## config.mk

```make
export PLATFORM = sky130hd
export DESIGN_NAME = clock_enable_divider
export DESIGN_NICKNAME = d
export VERILOG_FILES = /design/src/rtl/clock_enable_divider.sv
export SDC_FILE = /design/constraint.sdc
export NUM_CORES = 1
export LEC_CHECK = 0
export ABC_AREA = 1
export CAP_MARGIN = 0
export CORE_MARGIN = 8
export CORE_UTILIZATION = 65
export DETAILED_ROUTE_END_ITERATION = 6
export GPL_TIMING_DRIVEN = 0
export PLACE_DENSITY_LB_ADDON = 0.2
export SLEW_MARGIN = 20
export SYNTH_ARGS = -nofsm -noshare
export SYNTH_HDL_FRONTEND = slang
export SYNTH_SLANG_ARGS = --single-unit
```

## constraint.sdc

```tcl
create_clock -name i_clk -period 4 [get_ports i_clk]
set_clock_uncertainty 0.15 [all_clocks]
set_input_delay 1.2 -clock i_clk [delete_from_list [all_inputs] [get_ports i_clk]]
set_output_delay 1.2 -clock i_clk [all_outputs]
set_load 0.005 [all_outputs]
```

## src/rtl/clock_enable_divider.sv

```systemverilog
// Multi-channel programmable clock divider with rise/fall enable strobes and a
// frame sync strobe. Ratios may be reprogrammed at run time; changes land at a wrap.
module clock_enable_divider #(
    parameter int                            NUM_CH       = 3,
    parameter int                            CNT_WIDTH    = 8,
    parameter logic [NUM_CH*CNT_WIDTH-1:0]   DEFAULT_DIVS = {8'd2, 8'd4, 8'd12}
) (
    input  logic                                         i_clk,
    input  logic                                         i_reset_n,
    input  logic                                         i_run,
    input  logic                                         i_resync,
    input  logic                                         i_cfg_we,
    input  logic [((NUM_CH > 1) ? $clog2(NUM_CH) : 1)-1:0] i_cfg_ch,
    input  logic [CNT_WIDTH-1:0]                         i_cfg_div,
    output logic [NUM_CH-1:0]                            o_cfg_pending,
    output logic [NUM_CH-1:0]                            o_clk,
    output logic [NUM_CH-1:0]                            o_rise_en,
    output logic [NUM_CH-1:0]                            o_fall_en,
    output logic                                         o_sync
);

    localparam int CH_W = (NUM_CH > 1) ? $clog2(NUM_CH) : 1;

    // Ratios below 2 cannot produce a high and a low phase.
    function automatic logic [CNT_WIDTH-1:0] clamp_div(input logic [CNT_WIDTH-1:0] v);
        clamp_div = (v < CNT_WIDTH'(2)) ? CNT_WIDTH'(2) : v;
    endfunction

    logic [CNT_WIDTH-1:0] cnt_r      [NUM_CH];
    logic [CNT_WIDTH-1:0] div_r      [NUM_CH];
    logic [CNT_WIDTH-1:0] pend_div_r [NUM_CH];
    logic [CNT_WIDTH-1:0] half_s     [NUM_CH];
    logic [NUM_CH-1:0]    pend_r;
    logic [NUM_CH-1:0]    clk_r;
    logic [NUM_CH-1:0]    rise_r;
    logic [NUM_CH-1:0]    fall_r;
    logic                 sync_r;
    logic [NUM_CH-1:0]    wrap_s;
    logic [NUM_CH-1:0]    wr_hit_s;
    logic [CNT_WIDTH-1:0] new_div_s;
    logic                 all_zero_s;

    // Per-channel wrap/half-point decode, write targeting and all-zero detection.
    always_comb begin
        all_zero_s = 1'b1;
        new_div_s  = clamp_div(i_cfg_div);
        for (int k = 0; k < NUM_CH; k++) begin
            wrap_s[k]   = (cnt_r[k] == (div_r[k] - CNT_WIDTH'(1)));
            half_s[k]   = div_r[k] >> 1;
            wr_hit_s[k] = i_cfg_we && (i_cfg_ch == CH_W'(k));
            if (cnt_r[k] != {CNT_WIDTH{1'b0}}) begin
                all_zero_s = 1'b0;
            end else begin
                all_zero_s = all_zero_s;
            end
        end
    end

    // Counters, active/pending ratios and registered clock/strobe outputs.
    always_ff @(posedge i_clk or negedge i_reset_n) begin
        if (!i_reset_n) begin
            for (int k = 0; k < NUM_CH; k++) begin
                cnt_r[k]      <= {CNT_WIDTH{1'b0}};
                div_r[k]      <= clamp_div(DEFAULT_DIVS[k*CNT_WIDTH +: CNT_WIDTH]);
                pend_div_r[k] <= {CNT_WIDTH{1'b0}};
            end
            pend_r <= {NUM_CH{1'b0}};
            clk_r  <= {NUM_CH{1'b0}};
            rise_r <= {NUM_CH{1'b0}};
            fall_r <= {NUM_CH{1'b0}};
            sync_r <= 1'b0;
        end else if (i_resync) begin
            // Realign everything; a same-cycle write beats any older pending ratio.
            for (int k = 0; k < NUM_CH; k++) begin
                cnt_r[k] <= {CNT_WIDTH{1'b0}};
                if (wr_hit_s[k]) begin
                    div_r[k] <= new_div_s;
                end else if (pend_r[k]) begin
                    div_r[k] <= pend_div_r[k];
                end else begin
                    div_r[k] <= div_r[k];
                end
            end
            pend_r <= {NUM_CH{1'b0}};
            clk_r  <= {NUM_CH{1'b0}};
            rise_r <= {NUM_CH{1'b0}};
            fall_r <= {NUM_CH{1'b0}};
            sync_r <= 1'b0;
        end else if (i_run) begin
            for (int k = 0; k < NUM_CH; k++) begin
                if (wrap_s[k]) begin
                    // Ratio only changes at the period boundary so o_clk never glitches.
                    cnt_r[k] <= {CNT_WIDTH{1'b0}};
                    pend_r[k] <= 1'b0;
                    if (wr_hit_s[k]) begin
                        div_r[k] <= new_div_s;
                    end else if (pend_r[k]) begin
                        div_r[k] <= pend_div_r[k];
                    end else begin
                        div_r[k] <= div_r[k];
                    end
                end else begin
                    cnt_r[k] <= cnt_r[k] + CNT_WIDTH'(1);
                    if (wr_hit_s[k]) begin
                        pend_div_r[k] <= new_div_s;
                        pend_r[k]     <= 1'b1;
                    end else begin
                        pend_r[k] <= pend_r[k];
                    end
                end
                clk_r[k]  <= (cnt_r[k] >= half_s[k]);
                rise_r[k] <= (cnt_r[k] == half_s[k]);
                fall_r[k] <= (cnt_r[k] == {CNT_WIDTH{1'b0}});
            end
            sync_r <= all_zero_s;
        end else begin
            // Frozen: a write is applied at once and restarts its channel low.
            for (int k = 0; k < NUM_CH; k++) begin
                if (wr_hit_s[k]) begin
                    div_r[k]  <= new_div_s;
                    cnt_r[k]  <= {CNT_WIDTH{1'b0}};
                    clk_r[k]  <= 1'b0;
                    pend_r[k] <= 1'b0;
                end else begin
                    cnt_r[k] <= cnt_r[k];
                end
            end
            rise_r <= {NUM_CH{1'b0}};
            fall_r <= {NUM_CH{1'b0}};
            sync_r <= 1'b0;
        end
    end

    assign o_cfg_pending = pend_r;
    assign o_clk         = clk_r;
    assign o_rise_en     = rise_r;
    assign o_fall_en     = fall_r;
    assign o_sync        = sync_r;

endmodule

```

==> results.ini, run 1 <==
[status]
status = completed

[synthesis]
synth_flop_cell = dfrtp_1
yosysSeqAreaShare_pct = 37.3
synth_edf_count = 0
synth-warning-count = 0
yosysTopAreaCellShare_pct = 35.5
syn-mean-instance-area_sq_um = 7.41
syn_area_sq_mm = 0.00572
synth_top_cells_by_area = dfrtp_1 35%, nand2_1 14%, ha_1 6.6%, nand3_1 5.7%, nor2_1 4.4%
synth.most_common_cell = nand2_1
ys_types = 42
synth_common_cells = 207 x nand2_1, 81 x dfrtp_1, 67 x nor2_1
yosys.area.top_type = dfrtp_1
synth-async-reset-ratio_pct = 100
syn-num-nets = 817
synthCells = 772
ys_ff_latch = 85

[setup_path]
crit_buf_inv = 4
r2r_start = div_r[1]
required_ns = 4.13
start_kind = input port
crit_end = cnt_r[1]
cp_cell_sequence = clkdlybuf4s50_1 -> inv_2 -> nor2_4 -> buf_4 -> buf_1 -> nand3_1 -> o21ai_1
r2r.worst_path.cells = 14
cp-end-kind = register
crit_family = buffers and inverters
crit_slowest_cell = clkdlybuf4s50_1
startpoint = i_run
crit_arrival_ns = 3.13
r2r-end = div_r[5]
cp_num_cells = 7
reg2reg_setup_slack_ns = 1.76
critPathMaxFanout = 10
worstSetupPathType = in2reg
worst_path_largest_cell_delay_ns = 0.56

[cells_and_area]
drive_above_1_share_pct = 11.0
final_cell_area_sq_mm = 0.00632
instances_no_fill = 924
nets = 856
fin_util_pct = 73.2
syn2layout_area_growth_pct = 10.5
diodes = 0

[placed_design]
port_buffers = 27
hpwlAfterDp_mm = 11.5
place_area_sq_mm = 0.00615
placedCellCount = 908
gp_congestion = 0.915

[grt]
grt_pass1_wl_mm = 24.8
grt_use_total_pct = 25.9
grt_antenna_before_repair = 0
grt_max_degree = 53
grt-ovfl-total = 0
first_global_vias = 5214

[sta]
fmax_ghz = 0.334
finalCriticalPeriod_ns = 2.99
setup-tns-final_ns = 0
slew_viol_final = 0
hold_viol_final = 0
relSlewSlack_pct = 61.3
timing.final.crit_share_pct = 74.9
final-setup-viol-count = 0
rsz0062_at_grt = false
worst_pin_slew_ns = 0.580

[drt]
detailroute.via_count = 5493
routed-wl-met2_mm = 7.31
via_per_inst = 5.94
routed.top_layer = met4
met3_length_mm = 1.09
drc = 0
routed_wl_mm = 15.0
drt_iter0_markers = 410
wl_met1_mm = 6.30
final_antenna_net_count = 0
wire_per_inst_um = 16.3
firstDrtPassIters = 5

[floorplanning]
initial_utilization_pct = 66.2
die_h_um = 110
num_rows = 34
die_w_um = 110
ios = 28
die_area_sq_mm = 0.0121
core_sq_mm = 0.00864

[clock_tree]
htreeDepth = 3
post_cts_buffers = 0
tritoncts.num_buffers = 9
cts_root_buf = clkbuf_8
cts.sinks = 85
cts.clk_slew.worst_paths_ns = 0.09
clockBufferDepth = 2
cts-resized-gates = 0
clock_latency_ns = 0.36
cts_hold_buffers = 0
cts_tree = yes

[min_path]
holdCritPathClass = reg2reg
min_from = pend_div_r[5]

[pwr]
ir_drop_uv = 214
p_leak_nw = 3.13
power_density_mw_per_mm2 = 388
finalPower_mw = 2.45

[flow_run]
max_cap_violations = 0

[layout by cell type, fill, tap and decap left out, types with 8 or more instances in the layout]
| cell type | count |
|---|---|
| o21ai_0 | 28 |
| nor3_1 | 9 |
| nand4_1 | 24 |
| xor2_1 | 24 |
| clkdlybuf4s50_1 | 26 |
| o21ai_1 | 19 |
| a21oi_1 | 43 |
| nand2_1 | 207 |
| inv_2 | 24 |
| buf_2 | 8 |
| xnor2_1 | 11 |
| ha_1 | 30 |
| clkbuf_8 | 9 |
| a211oi_1 | 8 |
| dfrtp_1 | 81 |
| nand3_1 | 65 |
| nor2_1 | 67 |
| inv_1 | 57 |
| nor2_2 | 8 |
[worst min-delay path: stages (launching register included)]
cell and delay (ns):
dfrtp_1 0.36, nand2_1 0.05, nand2_1 0.04
[metal layers]
layer | vias up | global-route usage [%]
met5 | - | 0
met4 | 0 | 9.64
met3 | 29 | 4.51
met2 | 232 | 42.5
met1 | 2612 | 33.5
li1 | 2620 | -
[layout make-up]
type                    instances  area, sq um
flip-flops and latches         85         2130
inverters                      82          308
well taps                     108          135
multi-input cells             581         3130
clock inverters                 7         48.8
fillers                       701         2320
repair buffers                 28          295
clock buffers                   9          124
plain buffers                  24          150
[stage by stage]
stage	setup slack (ns)	hold slack [ns]
2_1_floorplan	1.56	0.287
3_3_place_gp	-1.32	0.308
3_5_place_dp	0.680	0.310
4_1_cts	1.03	0.332
5_1_grt	0.919	0.349
6_report	1.01	0.333
[cell families (layout without fill, tap and decap cells)]
family	after synthesis	in the layout	synth area share [%]
DFF	85	85	37.3
adders and majority gates	30	30	6.57
buffers and inverters	106	150	8.01
AOI/OAI and AO/OA	108	108	10.3
and+or+nand+nor	408	408	32.5
xor gates and xnor gates	35	35	5.36
[where the power goes]
group,switching (mW),total (mW),internal (mW)
Sequential,0.117,1.10,0.980
Combinational,0.501,0.801,0.300
Clock,0.326,0.553,0.228
[sequential cells by signal (all words and copies together) (netlist names)]
register,count
cnt_r,24
div_r,24
o_cfg_pending,3
o_clk,3
o_fall_en,3
o_rise_en,3
o_sync,1
pend_div_r,24
[worst min path at each step]
stage | endpoint | slack (ns) | cells past startpoint
4_1_cts | pend_div_r[5] | 0.33 | 2
3_5_place_dp | pend_div_r[5] | 0.31 | 2
2_1_floorplan | pend_div_r[17] | 0.29 | 2
6_report | pend_div_r[5] | 0.33 | 2
3_3_place_gp | pend_div_r[5] | 0.31 | 2
5_1_grt | pend_div_r[5] | 0.35 | 2
No activity file was read; power rests on OpenSTA's default activity.
==> inputs of run 2 (changes only) <==
CORE_UTILIZATION = 61   (was 65)
clock period = 3 ns   (was 4 ns; I/O delays follow)
==> results.ini, run 2 (synthesis gave the netlist of run 1 again) <==
[sta]
finalCriticalPeriod_ns = 2.68
holdWs_ns = 0.320
final-setup-viol-count = 0
hold_viol_final = 0
fmax_ghz = 0.372
worst_pin_slew_ns = 0.604
slew_viol_final = 0
rsz0062_at_grt = false
relSlewSlack_pct = 59.7
timing.final.crit_share_pct = 89.5
worst_slack_ns = 0.315

[drt]
routed_wl_mm = 14.8
final_antenna_net_count = 0
drt_iter0_markers = 403
drc = 0
via_per_inst = 5.76
firstDrtPassIters = 6
wire_per_inst_um = 16.0
detailroute.via_count = 5343

[clock_tree]
post_cts_buffers = 0
htreeDepth = 3
cts.sinks = 85
cts_root_buf = clkbuf_8
cts_tree = yes
clock_latency_ns = 0.36
cts-resized-gates = 0
clockBufferDepth = 2
cts.clk_slew.worst_paths_ns = 0.09
cts_hold_buffers = 0
tritoncts.num_buffers = 9

[pwr]
finalPower_mw = 3.33
power_density_mw_per_mm2 = 525
p_leak_nw = 3.14
ir_drop_uv = 309

[floorplanning]
core_sq_mm = 0.00915
die_w_um = 113
num_rows = 35
die_area_sq_mm = 0.0127
die_h_um = 113
ios = 28
initial_utilization_pct = 62.5

[setup_path]
crit_arrival_ns = 2.83
required_ns = 3.14
reg2reg_setup_slack_ns = 0.73
worstSetupPathType = in2reg
critPathMaxFanout = 10
start_kind = input port
cp-end-kind = register

[placed_design]
place_area_sq_mm = 0.00615
hpwlAfterDp_mm = 11.4
gp_congestion = 0.933
place_ws_ns = -0.0224
port_buffers = 27

[grt]
grt_use_total_pct = 24.1
grt_antenna_before_repair = 0
grt_use_met1_pct = 31.1
met3_usage_pct = 4.69
grt_pass1_wl_mm = 24.8
grt_max_degree = 54
gr-max-usage-layer = met2
grt-ovfl-total = 0
first_global_vias = 5036
use_met2_pct = 39.1

[cells_and_area]
diodes = 0
final.fill_count = 786
final_cell_mix = 207 x nand2_1, 81 x dfrtp_1, 67 x nor2_1
nets = 856
final_common_cell = nand2_1
final_cell_area_sq_mm = 0.00635
reg_top3 = cnt_r: 24 flops, div_r: 24 flops, pend_div_r: 24 flops
drive_above_1_share_pct = 11.0
syn2layout_area_growth_pct = 11.1

[flow_run]
max_cap_violations = 0

[min_path]
holdCritPathClass = in2async

[status]
status = completed

## run 2: cell types whose count changed in the layout (fill, tap and decap cells not counted)
cell        previous run  this run
clkinvlp_4             1         3
inv_6                  2         1
bufinv_16              0         1
clkinv_2               3         1
## run 2: critical path: stages
cell             delay [ns]
clkdlybuf4s50_1        0.57
inv_2                  0.09
nor2_4                 0.19
buf_4                  0.28
buf_1                  0.47
nand4_1                0.21
nand2_1                0.11
## run 2: final cells by class
| type | count | area, sq um | share of cell area, % |
|---|---|---|---|
| Sequential cell | 85 | 2130 | 33.6 |
| Clock buffer | 9 | 124 | 1.95 |
| Buffer | 24 | 150 | 2.36 |
| Multi-Input combinational cell | 581 | 3130 | 49.2 |
| Tap cell | 111 | 139 | 2.19 |
| Clock inverter | 7 | 75.1 | 1.18 |
| Timing Repair Buffer | 28 | 295 | 4.65 |
| Inverter | 82 | 308 | 4.85 |
## run 2: power by group
group,internal (mW),switching (mW)
Sequential,1.31,0.160
Clock,0.387,0.437
Combinational,0.398,0.645
Total,2.09,1.24
## run 2: stage by stage
| stage | util, % | TNS, ns | std cells |
|---|---|---|---|
| final | 69.4 | 0 | 927 |
| after global routing | 69.4 | 0 | 927 |
| after CTS | 69.4 | 0 | 927 |
| after detailed placement | 67.2 | -0.0293 | 911 |
| after global placement | 66.9 | -173.38 | 910 |
| after floorplan | - | 0 | 772 |
## run 2: path summary, 6_finish.rpt
check	to	start	cells after the start
worst max-delay path	pend_div_r[5]	i_run	7
worst min-delay path	o_rise_en[1]	i_reset_n	1
worst max register to register	o_cfg_pending[2]	div_r[1]	13
worst min register to register	pend_div_r[2]	pend_div_r[2]	2
max in group asynchronous	div_r[18]	i_reset_n	2
min in group i_clk	pend_div_r[2]	pend_div_r[2]	2
## run 2: routing by layer
metal / wire length (um) / vias up
met5: 0 / -
met4: 399 / 0
met3: 1020 / 34
met2: 7060 / 205
met1: 6330 / 2496
li1: - / 2608
==> inputs of run 3 (changes only) <==
--- a/constraint.sdc
+++ b/constraint.sdc
@@ -3,3 +3,3 @@
 set_input_delay 0.9 -clock i_clk [delete_from_list [all_inputs] [get_ports i_clk]]
 set_output_delay 0.9 -clock i_clk [all_outputs]
-set_load 0.005 [all_outputs]
+set_load 0.05 [all_outputs]
==> results of run 3 <==
The final DEF is identical to that of run 2. Status: completed.
Main changes from that run: setup slack after layout 0.315 ns -> 0.314 ns; start point of the critical path i_run -> o_cfg_pending[1]; end point of the critical path pend_div_r[5] -> o_cfg_pending[1]; total power 3.33 mW -> 3.36 mW
